==> src/rtl/pmem_arbiter.sv <==
// rtl/pmem_arbiter.sv - two-port (icache/dcache) to one physical memory port burst arbiter
// Optional round-robin tie-break is compiled in with `define PMEM_ARB_RR_EN.
module pmem_arbiter #(
    parameter int ADDR_W  = 16,
    parameter int BURST_W = 256
) (
    input  logic               clk,
    input  logic               rst_n,
    // icache side
    input  logic               i_pmem_read,
    input  logic               i_pmem_write,
    input  logic [ADDR_W-1:0]  i_pmem_address,
    input  logic [BURST_W-1:0] i_pmem_wdata,
    output logic               i_pmem_resp,
    output logic [BURST_W-1:0] i_pmem_rdata,
    // dcache side
    input  logic               d_pmem_read,
    input  logic               d_pmem_write,
    input  logic [ADDR_W-1:0]  d_pmem_address,
    input  logic [BURST_W-1:0] d_pmem_wdata,
    output logic               d_pmem_resp,
    output logic [BURST_W-1:0] d_pmem_rdata,
    // physical memory port
    output logic               mem_read,
    output logic               mem_write,
    output logic [ADDR_W-1:0]  mem_address,
    output logic [BURST_W-1:0] mem_wdata,
    input  logic               mem_resp,
    input  logic [BURST_W-1:0] mem_rdata
);

    typedef enum logic [1:0] {IDLE, GRANT_I, GRANT_D, TURN} state_t;

    state_t             state_q;
    logic               mem_read_q;
    logic               mem_write_q;
    logic [ADDR_W-1:0]  mem_address_q;
    logic [BURST_W-1:0] mem_wdata_q;

    logic               i_req;
    logic               d_req;
    logic               pick_d;
    logic               sel_read;
    logic               sel_write;
    logic [ADDR_W-1:0]  sel_address;
    logic [BURST_W-1:0] sel_wdata;

    assign i_req = i_pmem_read | i_pmem_write;
    assign d_req = d_pmem_read | d_pmem_write;

`ifdef PMEM_ARB_RR_EN
    // Set when D wins the next tie; flips to the side not just served.
    logic prio_d_q;
    assign pick_d = d_req & (~i_req | prio_d_q);
`else
    assign pick_d = d_req;
`endif

    assign sel_read    = pick_d ? d_pmem_read    : i_pmem_read;
    assign sel_write   = pick_d ? d_pmem_write   : i_pmem_write;
    assign sel_address = pick_d ? d_pmem_address : i_pmem_address;
    assign sel_wdata   = pick_d ? d_pmem_wdata   : i_pmem_wdata;

    // Arbitration FSM; latches the winner's request for the whole transaction.
    always_ff @(posedge clk or negedge rst_n) begin
        if (!rst_n) begin
            state_q       <= IDLE;
            mem_read_q    <= 1'b0;
            mem_write_q   <= 1'b0;
            mem_address_q <= '0;
            mem_wdata_q   <= '0;
`ifdef PMEM_ARB_RR_EN
            prio_d_q      <= 1'b1;
`endif
        end else begin
            case (state_q)
                IDLE: begin
                    if (i_req | d_req) begin
                        state_q       <= pick_d ? GRANT_D : GRANT_I;
                        // A write-back request that also asserts read is a write.
                        mem_write_q   <= sel_write;
                        mem_read_q    <= sel_read & ~sel_write;
                        mem_address_q <= sel_address;
                        mem_wdata_q   <= sel_wdata;
                    end
                end
                GRANT_I, GRANT_D: begin
                    if (mem_resp) begin
                        state_q     <= TURN;
                        mem_read_q  <= 1'b0;
                        mem_write_q <= 1'b0;
`ifdef PMEM_ARB_RR_EN
                        prio_d_q    <= (state_q == GRANT_I);
`endif
                    end
                end
                TURN: begin
                    // Gives the served cache a cycle to drop its request.
                    state_q <= IDLE;
                end
                default: begin
                    state_q <= IDLE;
                end
            endcase
        end
    end

    assign mem_read    = mem_read_q;
    assign mem_write   = mem_write_q;
    assign mem_address = mem_address_q;
    assign mem_wdata   = mem_wdata_q;

    // Completion is forwarded combinationally, only to the granted side.
    assign i_pmem_resp  = (state_q == GRANT_I) & mem_resp;
    assign d_pmem_resp  = (state_q == GRANT_D) & mem_resp;
    assign i_pmem_rdata = mem_rdata;
    assign d_pmem_rdata = mem_rdata;

endmodule

==> config.mk <==
export PLATFORM = sky130hd
export DESIGN_NAME = pmem_arbiter
export DESIGN_NICKNAME = d
export VERILOG_FILES = /design/src/rtl/pmem_arbiter.sv
export SDC_FILE = /design/constraint.sdc
export NUM_CORES = 1
export LEC_CHECK = 0
export CAP_MARGIN = 30
export CORE_AREA = 2 2 619 621
export CTS_CLUSTER_DIAMETER = 200
export CTS_CLUSTER_SIZE = 8
export DETAILED_ROUTE_END_ITERATION = 8
export DIE_AREA = 0 0 621 623
export PLACE_DENSITY = 0.3
export SLEW_MARGIN = 30
export SYNTH_ARGS = -nofsm -noshare
export SYNTH_HDL_FRONTEND = slang
export SYNTH_SLANG_ARGS = --single-unit
export TNS_END_PERCENT = 20
==> constraint.sdc <==
create_clock -name clk -period 2.23 [get_ports clk]
set_clock_uncertainty 0.05 [all_clocks]
set_input_delay 0.669 -clock clk [delete_from_list [all_inputs] [get_ports clk]]
set_output_delay 0.669 -clock clk [all_outputs]
set_load 0.01 [all_outputs]
# Word level (Yosys, flattened, before mapping)
# Cells that the tools add are included.
[word_totals]
ff_bits = 276
in_bits = 807
elab_cells = 36
[op_classes]
n_eq_ne = 5
muxes = 13
bitwise = 7
reduce_logical = 6
[op_table]
columns = ["cell", "n"]
rows = [
  ["two-way mux 256 bit", 1],
  ["two-way mux 16 bit", 1],
  ["two-way mux 2 bit", 3],
  ["case mux 2 bit (3 select lines)", 1],
  ["two-way mux 1 bit", 5],
  ["equality test 2 bit (second input constant)", 2],
  ["inequality test 2 bit (second input constant)", 2],
  ["case mux 1 bit (2 select lines)", 2],
  ["AND reduction 2 bit", 2],
  ["AND 1 bit", 3],
  ["OR 1 bit", 3],
  ["AND reduction 3 bit", 1],
  ["equality test 2 x 1 -> 1 bit (second input constant)", 1],
  ["zero test 2 bit", 1],
  ["nonzero test 2 bit", 1],
  ["OR reduction 2 bit", 1],
  ["inverter 1 bit", 1],
]

# Longest topological paths before layout
# Gate-level depths: netlist (run 1).
[logic_depth]
word_depth = 6
depth_mapped = 8

# Worst setup path before layout (run 1)
# No wires, ideal clock.
[synth_path]
path_type = "input port to flip-flop"
start = "in d_pmem_write"
end = "reg mem_address_q[10] (netlist: mem_address[10])"
t_arrival_ps = 1636
required_time_ps = 2047
slack_ps = 411
cell_stages = 4
n_path_buf = 2
path_cell_list = "o41ai_2 -> buf_2 -> clkbuf_1 -> o21ai_0"
[synth_via]
elab_chain_cells = 3
elab_cells_between_ends = 4
classes_between = "mux: 1; bitwise: 2; reduce/logical: 1"
[synth_rtl]
columns = ["element", "line", "text"]
rows = [
  ["start, declared", "18", "input logic d_pmem_write,"],
  ["OR 1 bit *", "49", "assign d_req = d_pmem_read | d_pmem_write;"],
  ["OR 1 bit", "78", "if (i_req | d_req) begin"],
  ["AND reduction 2 bit (no source line)", "--", ""],
  ["end signal, assigned", "83", "mem_address_q <= sel_address;"],
  ["end, declared", "37", "logic [ADDR_W-1:0] mem_address_q;"],
]
# Every way passes the cells marked *; elsewhere a longest branch is shown, timed or not.
# A chain may end at the register's enable or synchronous reset.

# Final worst setup path (run 1)
[layout_path]
start = "reg state_q[0]"
end = "out d_pmem_resp"
[layout_via]
elab_chain_cells = 2
[layout_rtl]
columns = ["element", "line", "text"]
rows = [
  ["start, declared", "34", "state_t state_q;"],
  ["start signal, assigned", "79", "state_q <= pick_d ? GRANT_D : GRANT_I;"],
  ["equality test 2 bit", "115", "assign d_pmem_resp = (state_q == GRANT_D) & mem_resp;"],
  ["AND 1 bit", "115", ""],
  ["end, declared", "21", "output logic d_pmem_resp,"],
]
# No other way between the ends.

==> impl_metrics.ini, run 1 <==
[timing]
fin_ws_ns = -0.0682
fmax_mhz = 435
final_max_slew_viol_count = 0
max_slew.worst_pin.slew_ns = 0.571
hold_viol_final = 0
fin_setup_tns_ns = -0.131
whs_ns = 0.415
min_period_over_period = 1.03
rsz0062_at_grt = true
slew_headroom = 0.608
period_needed_ns = 2.30
finalSetupViolCount = 2

[cells_and_area]
final_cell_count_no_fill = 7206
multi_input_area_um2 = 5380
ff_latch_area_um2 = 6910
n_fill_cell = 44349
nNetsFinal = 2950
syn2layout_area_growth_pct = 79.2
postLayoutCoreUtil = 0.0785
drive_gt1_frac = 0.181

[run_status]
outcome = finished with violations
violations = setup timing

[global_route]
grt_use_total = 0.0971
first_global_vias = 14829
grt_first_pass_wirelength_um = 228000
grt_start_max_net_pins = 73
antenna_found_initial = 125
overflow = 0

[drt]
drc = 0
viasPerCell = 2.00
drt-total-wl_um = 197000
vias = 14406
dr.pass1.iters = 4
drtIter0Drc = 563
wl_per_cell_um = 27.4
drt.antenna.violating_nets = 0

[critical_path]
reg2reg_slack_ns = 0.12
cp-end-kind = output pin
cp_data_arrival_time_ns = 1.58
worstSetupPathType = reg -> out
r2r-start = state_q[0]
timing.rr.end = mem_wdata[12]
r2r.worst_path.cells = 12
cp.required_ns = 1.51
cp_max_fo = 3
critPathLaunchType = flip-flop

[power]
p_leak_uw = 0.0108
cellPowerDensity_nw_per_um2 = 1180
vdd_drop_max_uv = 591

[synthesis]
yosys_register_bits = 276
ys_types = 23
syn_inst = 1726
synth_seq_area_share = 0.414
syn_nets = 2537
syn_avg_cell_area_um2 = 9.66
yosysWarnings = 0
synth.cell_area_um2 = 16700

[placement]
hpwl_um = 175000
gp_congestion = 0.730
dp_slack_ns = -0.732
numPlacedInstances = 7104
portBuffers = 826

[cts]
numCtsBuffers = 43
cts_tree = built
insertion_delay_ns = 0.69
clk_pin_slew_ns = 0.07
cts_num_sinks = 276
ctsLongestPathBuffers = 3
htree_levels = 2
cts_root_buffer = clkbuf_16

[floorplan]
die_h_um = 623
fp.coreArea_um2 = 381000
start_util = 0.0438
die_x_um = 621
ioPinCount = 1595
die-area_um2 = 387000
rows = 227

[job]
drv_cap = 0

[min_path]
min_path_type = in -> async
[final cells by class]
cell class              count  area share
repair buffers            970       0.334
flip-flops and latches    276       0.231
well taps                5038       0.211
multi-input cells         844       0.180
clock buffers              49      0.0395
clock inverters             6     0.00251
diodes                     19     0.00159
inverters                   4    0.000502
[Yosys cell counts]
master	count	area, µm²
buf_4	520	3900
dfrtp_1	276	6910
mux2i_1	273	2730
nand2_1	273	1020
o21ai_0	204	1020
o21ai_1	70	350
buf_2	34	170
buf_6	22	248
clkbuf_2	15	75.1
clkbuf_1	11	41.3
ha_1	4	50.1
inv_1	4	15.0
a21oi_1	3	15.0
nor2_1	3	11.3
nor2b_1	3	18.8
a2bb2oi_1	2	17.5
and2_1	2	12.5
nor3b_1	2	15.0
a21boi_0	1	7.51
nor4_1	1	6.26
o21a_1	1	7.51
o32ai_1	1	8.76
o41ai_2	1	16.3
[metal layers]
layer | up-vias | part of all wire | GRT usage
li1 | 6065 | - | -
met1 | 6639 | 0.34 | 0.0954
met2 | 1237 | 0.45 | 0.155
met3 | 411 | 0.17 | 0.0765
met4 | 54 | 0.038 | 0.0297
met5 | - | 0.0040 | 0.00951
[cell families after synthesis]
| logic type | after synthesis | synth area share |
|---|---|---|
| buf+inv | 606 | 0.267 |
| simple gates | 284 | 0.0653 |
| compound gates | 283 | 0.0866 |
| flops | 276 | 0.414 |
| mux | 273 | 0.164 |
| fa+ha+maj | 4 | 0.00300 |
[cells in the final DEF, fill, tap and decap left out, types with 2 or more instances in the layout]
master,instances
clkbuf_8,4
a21oi_1,3
buf_8,3
ha_4,3
clkinv_2,2
nor2b_1,3
o21ai_0,190
dlygate4sd2_1,80
dfrtp_2,4
inv_2,2
mux2i_1,273
clkdlybuf4s15_1,21
dfrtp_1,272
o21ai_1,83
buf_12,52
buf_6,7
nand2_1,272
and2_4,2
clkbuf_16,58
inv_1,2
clkinvlp_4,2
buf_4,191
buf_2,10
clkdlybuf4s50_1,549
nor2_1,2
buf_16,6
diode_2,19
a2bb2oi_1,2
clkdlybuf4s15_2,37
nor3b_1,2
[through the flow]
stage                     area (µm²)  total power (µW)
after floorplan                16700             15400
after global routing           29900             38300
final                          29900             35100
after CTS                      29400             36000
after global placement         28100             29200
after detailed placement       28100             29200
[critical path: stages (launching register included)]
cell,delay (ns)
dfrtp_2,0.44
inv_2,0.09
ha_4,0.13
and2_4,0.13
buf_6,0.09
[registers in the layout, summed over array words and instances (netlist names)]
signal,count
mem_wdata,256
mem_address,16
state_q,2
mem_read,1
mem_write,1
[power breakdown]
group | internal (µW) | switching, µW | total (µW)
Clock | 3800 | 3110 | 6910
Combinational | 7410 | 11600 | 19100
Sequential | 7550 | 1620 | 9170
Total | 18800 | 16400 | 35100
[worst max path at each step]
stage	start	to	slack, ns	cells after the start
finish	state_q[0]	d_pmem_resp	-0.07	4
detailed placement	d_pmem_write	mem_wdata[67]	-0.73	7
global route	state_q[1]	i_pmem_resp	-0.16	4
CTS	state_q[1]	i_pmem_resp	-0.21	4
global placement	d_pmem_write	mem_wdata[67]	-0.74	7
floorplan	d_pmem_write	mem_address[10]	0.41	4
[timing repair]
| item | in CTS | in global routing |
|---|---|---|
| pin swaps | 1 | 0 |
| hold buffers | 1 | 0 |
| hold endpoints to repair | 21 | 0 |
| setup buffers | 5 | 10 |
| endpoints found under the setup margin | 151 | 204 |
| cloned | 0 | 14 |
| resized for setup | 322 | 10 |
(Power assumes the default switching activity.)
==> inputs of run 2 (changes only) <==
- GPL_TIMING_DRIVEN: default -> 1
==> results of run 2 <==
The final DEF is identical to that of run 1; final timing and power are the same.
